## src/rtl/uart_imem_loader_pkg.sv

```systemverilog
// Shared definitions for the UART instruction-memory loader.
//   - Default UART timing and instruction-memory address width.
//   - Loader FSM and receiver state encodings, kept as plain constants so
//     older code that compares raw state values keeps working.
//   - push_byte(): little-endian word assembly helper.
package uart_imem_loader_pkg;

  localparam int LOADER_CLKS_PER_BIT = 868;  // 100 MHz board clock / 115200 baud
  localparam int IMEM_ADDR_WIDTH     = 14;

  // Loader framing FSM encodings
  localparam logic [2:0] ST_IDLE   = 3'd0;
  localparam logic [2:0] ST_LEN_LO = 3'd1;
  localparam logic [2:0] ST_LEN_HI = 3'd2;
  localparam logic [2:0] ST_DATA   = 3'd3;
  localparam logic [2:0] ST_CSUM   = 3'd4;
  localparam logic [2:0] ST_DONE   = 3'd5;
  localparam logic [2:0] ST_ERROR  = 3'd6;

  // UART receiver encodings
  localparam logic [1:0] RX_IDLE  = 2'd0;
  localparam logic [1:0] RX_START = 2'd1;
  localparam logic [1:0] RX_DATA  = 2'd2;
  localparam logic [1:0] RX_STOP  = 2'd3;

  // Shift a new byte in at the top. After four calls, the first byte that
  // was shifted in ends up in bits [7:0].
  function automatic logic [31:0] push_byte(input logic [31:0] word, input logic [7:0] b);
    return {b, word[31:8]};
  endfunction

endpackage

```

## src/rtl/uart_rx.sv

```systemverilog
// 8N1 UART receiver. The serial line idles high and data is sent LSB first.
// Ports:
//   clk, rst  - clock and asynchronous active-high reset
//   rx        - raw serial input, passed through a two-flop synchroniser
//   rx_valid  - one-cycle pulse when a byte with a good stop bit arrives
//   rx_byte   - the received byte; it holds its value between bytes
//   rx_ferr   - one-cycle pulse when the stop bit is sampled low
// Parameter CLKS_PER_BIT (at least 4) sets the bit period in clk cycles.
module uart_rx
  import uart_imem_loader_pkg::*;
#(
  parameter int CLKS_PER_BIT = LOADER_CLKS_PER_BIT
) (
  input  logic       clk,
  input  logic       rst,
  input  logic       rx,
  output logic       rx_valid,
  output logic [7:0] rx_byte,
  output logic       rx_ferr
);

  localparam int             CW        = $clog2(CLKS_PER_BIT);
  localparam logic [CW-1:0]  BIT_LAST  = CW'(CLKS_PER_BIT - 1);
  localparam logic [CW-1:0]  HALF_LAST = CW'(CLKS_PER_BIT / 2 - 1);

  logic          sync1_r;
  logic          sync2_r;
  logic          prev_r;
  logic [1:0]    rx_state_r;
  logic [CW-1:0] cnt_r;
  logic [2:0]    bit_idx_r;
  logic [7:0]    shift_r;
  logic          rx_valid_r;
  logic [7:0]    rx_byte_r;
  logic          rx_ferr_r;

  // Synchroniser, bit timer and shifter. After a falling edge the receiver
  // waits half a bit and samples the start bit again; if the line is high,
  // the edge was a glitch. After that, each sample falls at a bit centre.
  always_ff @(posedge clk or posedge rst) begin
    if (rst) begin
      sync1_r    <= 1'b1;
      sync2_r    <= 1'b1;
      prev_r     <= 1'b1;
      rx_state_r <= RX_IDLE;
      cnt_r      <= '0;
      bit_idx_r  <= 3'd0;
      shift_r    <= 8'h00;
      rx_valid_r <= 1'b0;
      rx_byte_r  <= 8'h00;
      rx_ferr_r  <= 1'b0;
    end else begin
      sync1_r    <= rx;
      sync2_r    <= sync1_r;
      prev_r     <= sync2_r;
      rx_valid_r <= 1'b0;
      rx_ferr_r  <= 1'b0;
      case (rx_state_r)
        RX_IDLE: begin
          cnt_r     <= '0;
          bit_idx_r <= 3'd0;
          if (prev_r && !sync2_r) begin
            rx_state_r <= RX_START;
          end
        end
        RX_START: begin
          if (cnt_r == HALF_LAST) begin
            cnt_r      <= '0;
            rx_state_r <= sync2_r ? RX_IDLE : RX_DATA;
          end else begin
            cnt_r <= cnt_r + CW'(1);
          end
        end
        RX_DATA: begin
          if (cnt_r == BIT_LAST) begin
            cnt_r     <= '0;
            shift_r   <= {sync2_r, shift_r[7:1]};
            bit_idx_r <= bit_idx_r + 3'd1;
            if (bit_idx_r == 3'd7) begin
              rx_state_r <= RX_STOP;
            end
          end else begin
            cnt_r <= cnt_r + CW'(1);
          end
        end
        RX_STOP: begin
          if (cnt_r == BIT_LAST) begin
            cnt_r      <= '0;
            rx_state_r <= RX_IDLE;
            if (sync2_r) begin
              rx_valid_r <= 1'b1;
              rx_byte_r  <= shift_r;
            end else begin
              rx_ferr_r <= 1'b1;
            end
          end else begin
            cnt_r <= cnt_r + CW'(1);
          end
        end
        default: rx_state_r <= RX_IDLE;
      endcase
    end
  end

  assign rx_valid = rx_valid_r;
  assign rx_byte  = rx_byte_r;
  assign rx_ferr  = rx_ferr_r;

endmodule

```

## src/rtl/uart_imem_loader.sv

```systemverilog
// Serial bootloader. It receives a program image over UART and writes it into
// instruction memory one 32-bit word at a time, and it keeps the CPU on hold
// while it loads.
//
// Image format: N[7:0], N[15:8], then 4*N payload bytes. Each word is sent
// little-endian.
//
// Build option LOADER_CHECKSUM_EN: the image is followed by one more byte,
// which must equal the XOR of the two length bytes and all payload bytes.
// On a match the loader goes to DONE; on a mismatch it goes to ERROR. Any
// words already written stay in memory.
//
// Ports:
//   clk, rst   - board clock and asynchronous active-high reset
//   load_en    - level; high arms the loader, low aborts and returns to idle
//   uart_rx    - serial input (8N1, LSB first)
//   imem_we    - one-cycle write strobe
//   imem_addr  - word address; it holds its value between writes
//   imem_wdata - write data; it holds its value between writes
//   cpu_hold   - high while armed and not in DONE
//   done, err  - image complete / framing or checksum error
module uart_imem_loader
  import uart_imem_loader_pkg::*;
#(
  parameter int CLKS_PER_BIT = LOADER_CLKS_PER_BIT,
  parameter int ADDR_WIDTH   = IMEM_ADDR_WIDTH
) (
  input  logic                  clk,
  input  logic                  rst,
  input  logic                  load_en,
  input  logic                  uart_rx,
  output logic                  imem_we,
  output logic [ADDR_WIDTH-1:0] imem_addr,
  output logic [31:0]           imem_wdata,
  output logic                  cpu_hold,
  output logic                  done,
  output logic                  err
);

`ifdef LOADER_CHECKSUM_EN
  localparam logic [2:0] ST_AFTER_PAYLOAD = ST_CSUM;
`else
  localparam logic [2:0] ST_AFTER_PAYLOAD = ST_DONE;
`endif

  logic                  rx_valid_s;
  logic [7:0]            rx_byte_s;
  logic                  rx_ferr_s;

  logic [2:0]            state_r;
  logic [2:0]            state_nxt_s;
  logic [ADDR_WIDTH-1:0] addr_r;
  logic [1:0]            byte_idx_r;
  logic [31:0]           word_r;
  logic [7:0]            len_lo_r;
  logic [15:0]           len_r;
  logic [15:0]           words_r;
`ifdef LOADER_CHECKSUM_EN
  logic [7:0]            csum_r;
`endif

  logic                  we_r;
  logic [ADDR_WIDTH-1:0] imem_addr_r;
  logic [31:0]           imem_wdata_r;
  logic                  hold_r;
  logic                  done_r;
  logic                  err_r;

  logic                  word_done_s;
  logic                  last_word_s;

  uart_rx #(.CLKS_PER_BIT(CLKS_PER_BIT)) u_rx (
    .clk      (clk),
    .rst      (rst),
    .rx       (uart_rx),
    .rx_valid (rx_valid_s),
    .rx_byte  (rx_byte_s),
    .rx_ferr  (rx_ferr_s)
  );

  // The fourth byte of a word has arrived, and the load is still armed.
  assign word_done_s = load_en && (state_r == ST_DATA) && rx_valid_s && (byte_idx_r == 2'd3);
  // The word now being completed is word N. A separate word count is kept
  // because the address counter wraps.
  assign last_word_s = ((words_r + 16'd1) == len_r);

  // Next-state logic. Dropping load_en overrides everything else.
  always_comb begin
    state_nxt_s = state_r;
    if (!load_en) begin
      state_nxt_s = ST_IDLE;
    end else begin
      case (state_r)
        ST_IDLE: state_nxt_s = ST_LEN_LO;
        ST_LEN_LO: begin
          if (rx_ferr_s) begin
            state_nxt_s = ST_ERROR;
          end else if (rx_valid_s) begin
            state_nxt_s = ST_LEN_HI;
          end else begin
            state_nxt_s = state_r;
          end
        end
        ST_LEN_HI: begin
          if (rx_ferr_s) begin
            state_nxt_s = ST_ERROR;
          end else if (rx_valid_s) begin
            state_nxt_s = ({rx_byte_s, len_lo_r} == 16'd0) ? ST_AFTER_PAYLOAD : ST_DATA;
          end else begin
            state_nxt_s = state_r;
          end
        end
        ST_DATA: begin
          if (rx_ferr_s) begin
            state_nxt_s = ST_ERROR;
          end else if (word_done_s && last_word_s) begin
            state_nxt_s = ST_AFTER_PAYLOAD;
          end else begin
            state_nxt_s = state_r;
          end
        end
`ifdef LOADER_CHECKSUM_EN
        ST_CSUM: begin
          if (rx_ferr_s) begin
            state_nxt_s = ST_ERROR;
          end else if (rx_valid_s) begin
            state_nxt_s = (rx_byte_s == csum_r) ? ST_DONE : ST_ERROR;
          end else begin
            state_nxt_s = state_r;
          end
        end
`endif
        ST_DONE:  state_nxt_s = ST_DONE;
        ST_ERROR: state_nxt_s = ST_ERROR;
        default:  state_nxt_s = ST_IDLE;
      endcase
    end
  end

  // Holds the state register, the length/word/address datapath and the
  // registered memory-port and status outputs.
  always_ff @(posedge clk or posedge rst) begin
    if (rst) begin
      state_r      <= ST_IDLE;
      addr_r       <= '0;
      byte_idx_r   <= 2'd0;
      word_r       <= 32'h0000_0000;
      len_lo_r     <= 8'h00;
      len_r        <= 16'h0000;
      words_r      <= 16'h0000;
`ifdef LOADER_CHECKSUM_EN
      csum_r       <= 8'h00;
`endif
      we_r         <= 1'b0;
      imem_addr_r  <= '0;
      imem_wdata_r <= 32'h0000_0000;
      hold_r       <= 1'b0;
      done_r       <= 1'b0;
      err_r        <= 1'b0;
    end else begin
      state_r <= state_nxt_s;
      we_r    <= 1'b0;
      hold_r  <= load_en && (state_nxt_s != ST_DONE);
      done_r  <= (state_nxt_s == ST_DONE);
      err_r   <= (state_nxt_s == ST_ERROR);
      case (state_r)
        ST_IDLE: begin
          addr_r     <= '0;
          byte_idx_r <= 2'd0;
          words_r    <= 16'h0000;
          word_r     <= 32'h0000_0000;
        end
        ST_LEN_LO: begin
          if (rx_valid_s) begin
            len_lo_r <= rx_byte_s;
`ifdef LOADER_CHECKSUM_EN
            csum_r   <= rx_byte_s;
`endif
          end
        end
        ST_LEN_HI: begin
          if (rx_valid_s) begin
            len_r  <= {rx_byte_s, len_lo_r};
`ifdef LOADER_CHECKSUM_EN
            csum_r <= csum_r ^ rx_byte_s;
`endif
          end
        end
        ST_DATA: begin
          if (rx_valid_s) begin
            word_r     <= push_byte(word_r, rx_byte_s);
            byte_idx_r <= byte_idx_r + 2'd1;
`ifdef LOADER_CHECKSUM_EN
            csum_r     <= csum_r ^ rx_byte_s;
`endif
          end
          if (word_done_s) begin
            we_r         <= 1'b1;
            imem_addr_r  <= addr_r;
            imem_wdata_r <= push_byte(word_r, rx_byte_s);
            addr_r       <= addr_r + ADDR_WIDTH'(1);
            words_r      <= words_r + 16'd1;
          end
        end
        default: begin
          // CSUM, DONE and ERROR only change state.
        end
      endcase
    end
  end

  assign imem_we    = we_r;
  assign imem_addr  = imem_addr_r;
  assign imem_wdata = imem_wdata_r;
  assign cpu_hold   = hold_r;
  assign done       = done_r;
  assign err        = err_r;

endmodule

```

## config.mk

```make
export PLATFORM = sky130hd
export DESIGN_NAME = uart_imem_loader
export DESIGN_NICKNAME = d
export VERILOG_FILES = /design/src/rtl/uart_imem_loader_pkg.sv /design/src/rtl/uart_rx.sv /design/src/rtl/uart_imem_loader.sv
export SDC_FILE = /design/constraint.sdc
export NUM_CORES = 1
export LEC_CHECK = 0
export ABC_AREA = 1
export CORE_UTILIZATION = 50
export CTS_BUF_LIST = sky130_fd_sc_hd__clkbuf_8
export DETAILED_ROUTE_END_ITERATION = 6
export PLACE_DENSITY = 0.76
export RECOVER_POWER = 100
export SYNTH_ARGS = -nofsm -noshare
export SYNTH_HDL_FRONTEND = slang
export SYNTH_HIERARCHICAL = 1
export SYNTH_SLANG_ARGS = --single-unit
```

## constraint.sdc

```tcl
create_clock -name clk -period 5.8 [get_ports clk]
set_input_delay 1.16 -clock clk [delete_from_list [all_inputs] [get_ports clk]]
set_output_delay 1.16 -clock clk [all_outputs]
set_load 0.03 [all_outputs]
```

==> impl_metrics.ini <==
[detailed_routing]
drtIter0Drc = 440
wl_per_cell_microns = 13.71
drc = 10
vias_per_cell = 5.191
ant_nets = 0
drt_first_pass_iters = 7
drt-total-wl_mm = 15.28
vias = 5783

[timing]
worstMarginPinSlew_ns = 3.076
setup_tns_ns = 0
final_hold_viol_count = 0
fin_ws_ns = 1.903
slew_headroom_pct = -106.2
fin_crit_ns = 3.897
max_freq_mhz = 256.6
timing.final.crit_share_pct = 67.18
hold-worst-slack_ns = 0.3671
skew_ns = 0.01440
rsz0062_at_grt = false
setup_viol = 0
drv_slew = 108

[layout]
layout_commonest_cell = nand2_1
final_cell_mix = 214 x nand2_1, 166 x dfrtp_1, 122 x inv_1
final_layout_size_suffix_gt1_share_pct = 7.312
syn2layout_area_growth_pct = 12.84
fin_cells = 1114
nets = 928
diodes = 0

[place]
routabilityCongestion = 0.8254
dp.final_hpwl_mm = 10.54
dp_cells = 1082
io_buffers = 53
pre_cts_ws_ns = 2.157

[floorplan]
core_area_sq_um = 14640
initial_utilization_pct = 51.57
ioPinCount = 54
row_count = 44
fp.dieArea_sq_um = 15600
dieWidth_microns = 124.9
die_y_microns = 124.9

[grt]
grt_pass1_vias = 5765
antenna_found_initial = 0
grt_pass1_wl_mm = 26.76
grt_start_max_net_pins = 71
track_usage_pct = 21.68
grt-ovfl-total = 0

[worst_setup_path]
critPathMaxFanout = 61
required_ns = 6.21
path_class = in2reg
crit_path_start_kind = primary input
endpoint_kind = flip-flop
arrival_ns = 4.30

[cts]
cts_max_level = 4
cts_root_buf = clkbuf_8
max-clock-path-buffers = 2
clkSinkCount = 169
path_clk_slew_ns = 0.10
cts_hold_buf = 0
post_cts_buffers = 0
cts_inserted_buffers = 17
insertion_delay_ns = 0.46
cts_tree = yes
cts_resized = 0

[synth]
ys.warnings.count = 6
async_reset_ff_share_pct = 100.0
netlist_top_cells_area = dfrtp_1 55%, nand2_1 10%, inv_1 6.0%, o21ai_0 5.8%, o22ai_1 2.8%
synth-seq-cells = 169
avgSynthCellArea_sq_um = 8.731
synth_top_area_share_pct = 55.00
synth_area_leader_cell = dfrtp_1
yosysUniqueCellTypes = 43
ys.flop_type = dfrtp_1
syn_nets = 876
synthCells = 865
yosysSeqAreaShare_pct = 56.05
synth_edf_count = 0
syn-cell-area_sq_um = 7552

[power_and_ir_drop]
vdd_drop_max_mv = 0.2386
p_per_area_nw_per_um2 = 250.4
total_power_mw = 2.134
leakage_nw = 4.158

[job]
maxCapViolCount = 2

[status]
status = finished with violations
violations = design-rule violations, max-capacitance violations, max-slew violations

[min_path]
worstHoldPathType = reg2reg
-- final timing paths --
check | start | end | slack (ns) | cells past startpoint
worst max-delay path | load_en | addr_r[13]$_DFFE_PP0P_ | 1.90 | 12
worst min-delay path | u_rx/sync1_r$_DFF_PP1_ | u_rx/sync2_r$_DFF_PP1_ | 0.37 | 0
worst max register to register | state_r[2]$_DFF_PP0_ | addr_r[13]$_DFFE_PP0P_ | 2.15 | 14
worst min register to register | u_rx/sync1_r$_DFF_PP1_ | u_rx/sync2_r$_DFF_PP1_ | 0.37 | 0
max in group asynchronous | rst | addr_r[0]$_DFFE_PP0P_ | 2.25 | 3
min in group asynchronous | rst | u_rx/cnt_r[8]$_DFF_PP0_ | 1.86 | 3
-- synth_stat cells (9+ instances only) --
master and count:
a21oi_1 12, clkbuf_1 21, dfrtp_1 166, inv_1 120
inv_2 9, nand2_1 210, nand2_2 10, nand3_1 34
nand3b_1 9, nand4_1 14, nor2_1 53, nor3_1 11
o21ai_0 88, o21ai_1 10, o22ai_1 34
-- state kept, by name (all words and copies together), names as in the netlist, 2 cells and up, named ones only --
register	flops
addr_r	14
byte_idx_r	2
imem_addr	14
imem_wdata	32
len_lo_r	8
len_r	16
state_r	3
u_rx/bit_idx_r	3
u_rx/cnt_r	10
u_rx/rx_byte	8
u_rx/shift_r	8
word_r	24
words_r	16
-- area by class of cell --
type	instances	area (sq um)
clock buffer	17	234.0
clock inverter	15	136.4
fill	1296	6122
inverter	132	498.0
multi-input combinational	539	2630
sequential	169	4233
tap	184	230.2
timing repair buffer	58	560.5
-- critical path, cell delays in order --
cell and delay (ns):
dlygate4sd3_1 0.61, nand3_4 0.46, nand2_1 0.84, nand3_1 0.27
inv_1 0.17, nand2_2 0.06, nor2_1 0.18, nand2_1 0.09
nor2_2 0.10, nand2_1 0.07, a21oi_1 0.12, o21a_1 0.13
-- logic make-up after synthesis --
family,count (synthesis),synth area share [%]
and+or+nand+nor,367,22.15
DFF,169,56.05
buffers and inverters,157,8.052
AOI/OAI and AO/OA,155,11.33
xor gates and xnor gates,7,0.8118
adders and majority gates,7,1.160
muxes,3,0.4473
-- layer usage --
layer	GRT usage (%)	share of wire, %	up-vias
met5	0	0	-
met4	7.604	1.5	0
met3	4.725	3.6	17
met2	35.59	47	101
met1	28.58	48	2776
li1	-	-	2889
-- per-stage QoR --
| stage | area [sq um] | util (%) |
|---|---|---|
| after floorplan | 7552 | - |
| after global placement | 8242 | 56.28 |
| after detailed placement | 8242 | 56.28 |
| after CTS | 8612 | 58.81 |
| after global routing | 8522 | 58.19 |
| final | 8522 | 58.19 |
-- power breakdown --
part | internal (mW) | leakage [nW] | switching [mW] | total [mW]
Combinational | 0.0346 | 1.63 | 0.0924 | 0.127
Sequential | 1.20 | 2.34 | 0.0218 | 1.22
Clock | 0.313 | 0.190 | 0.474 | 0.788
Total | 1.55 | 4.16 | 0.589 | 2.13
Note: power is estimated with default switching activity, not from simulation.
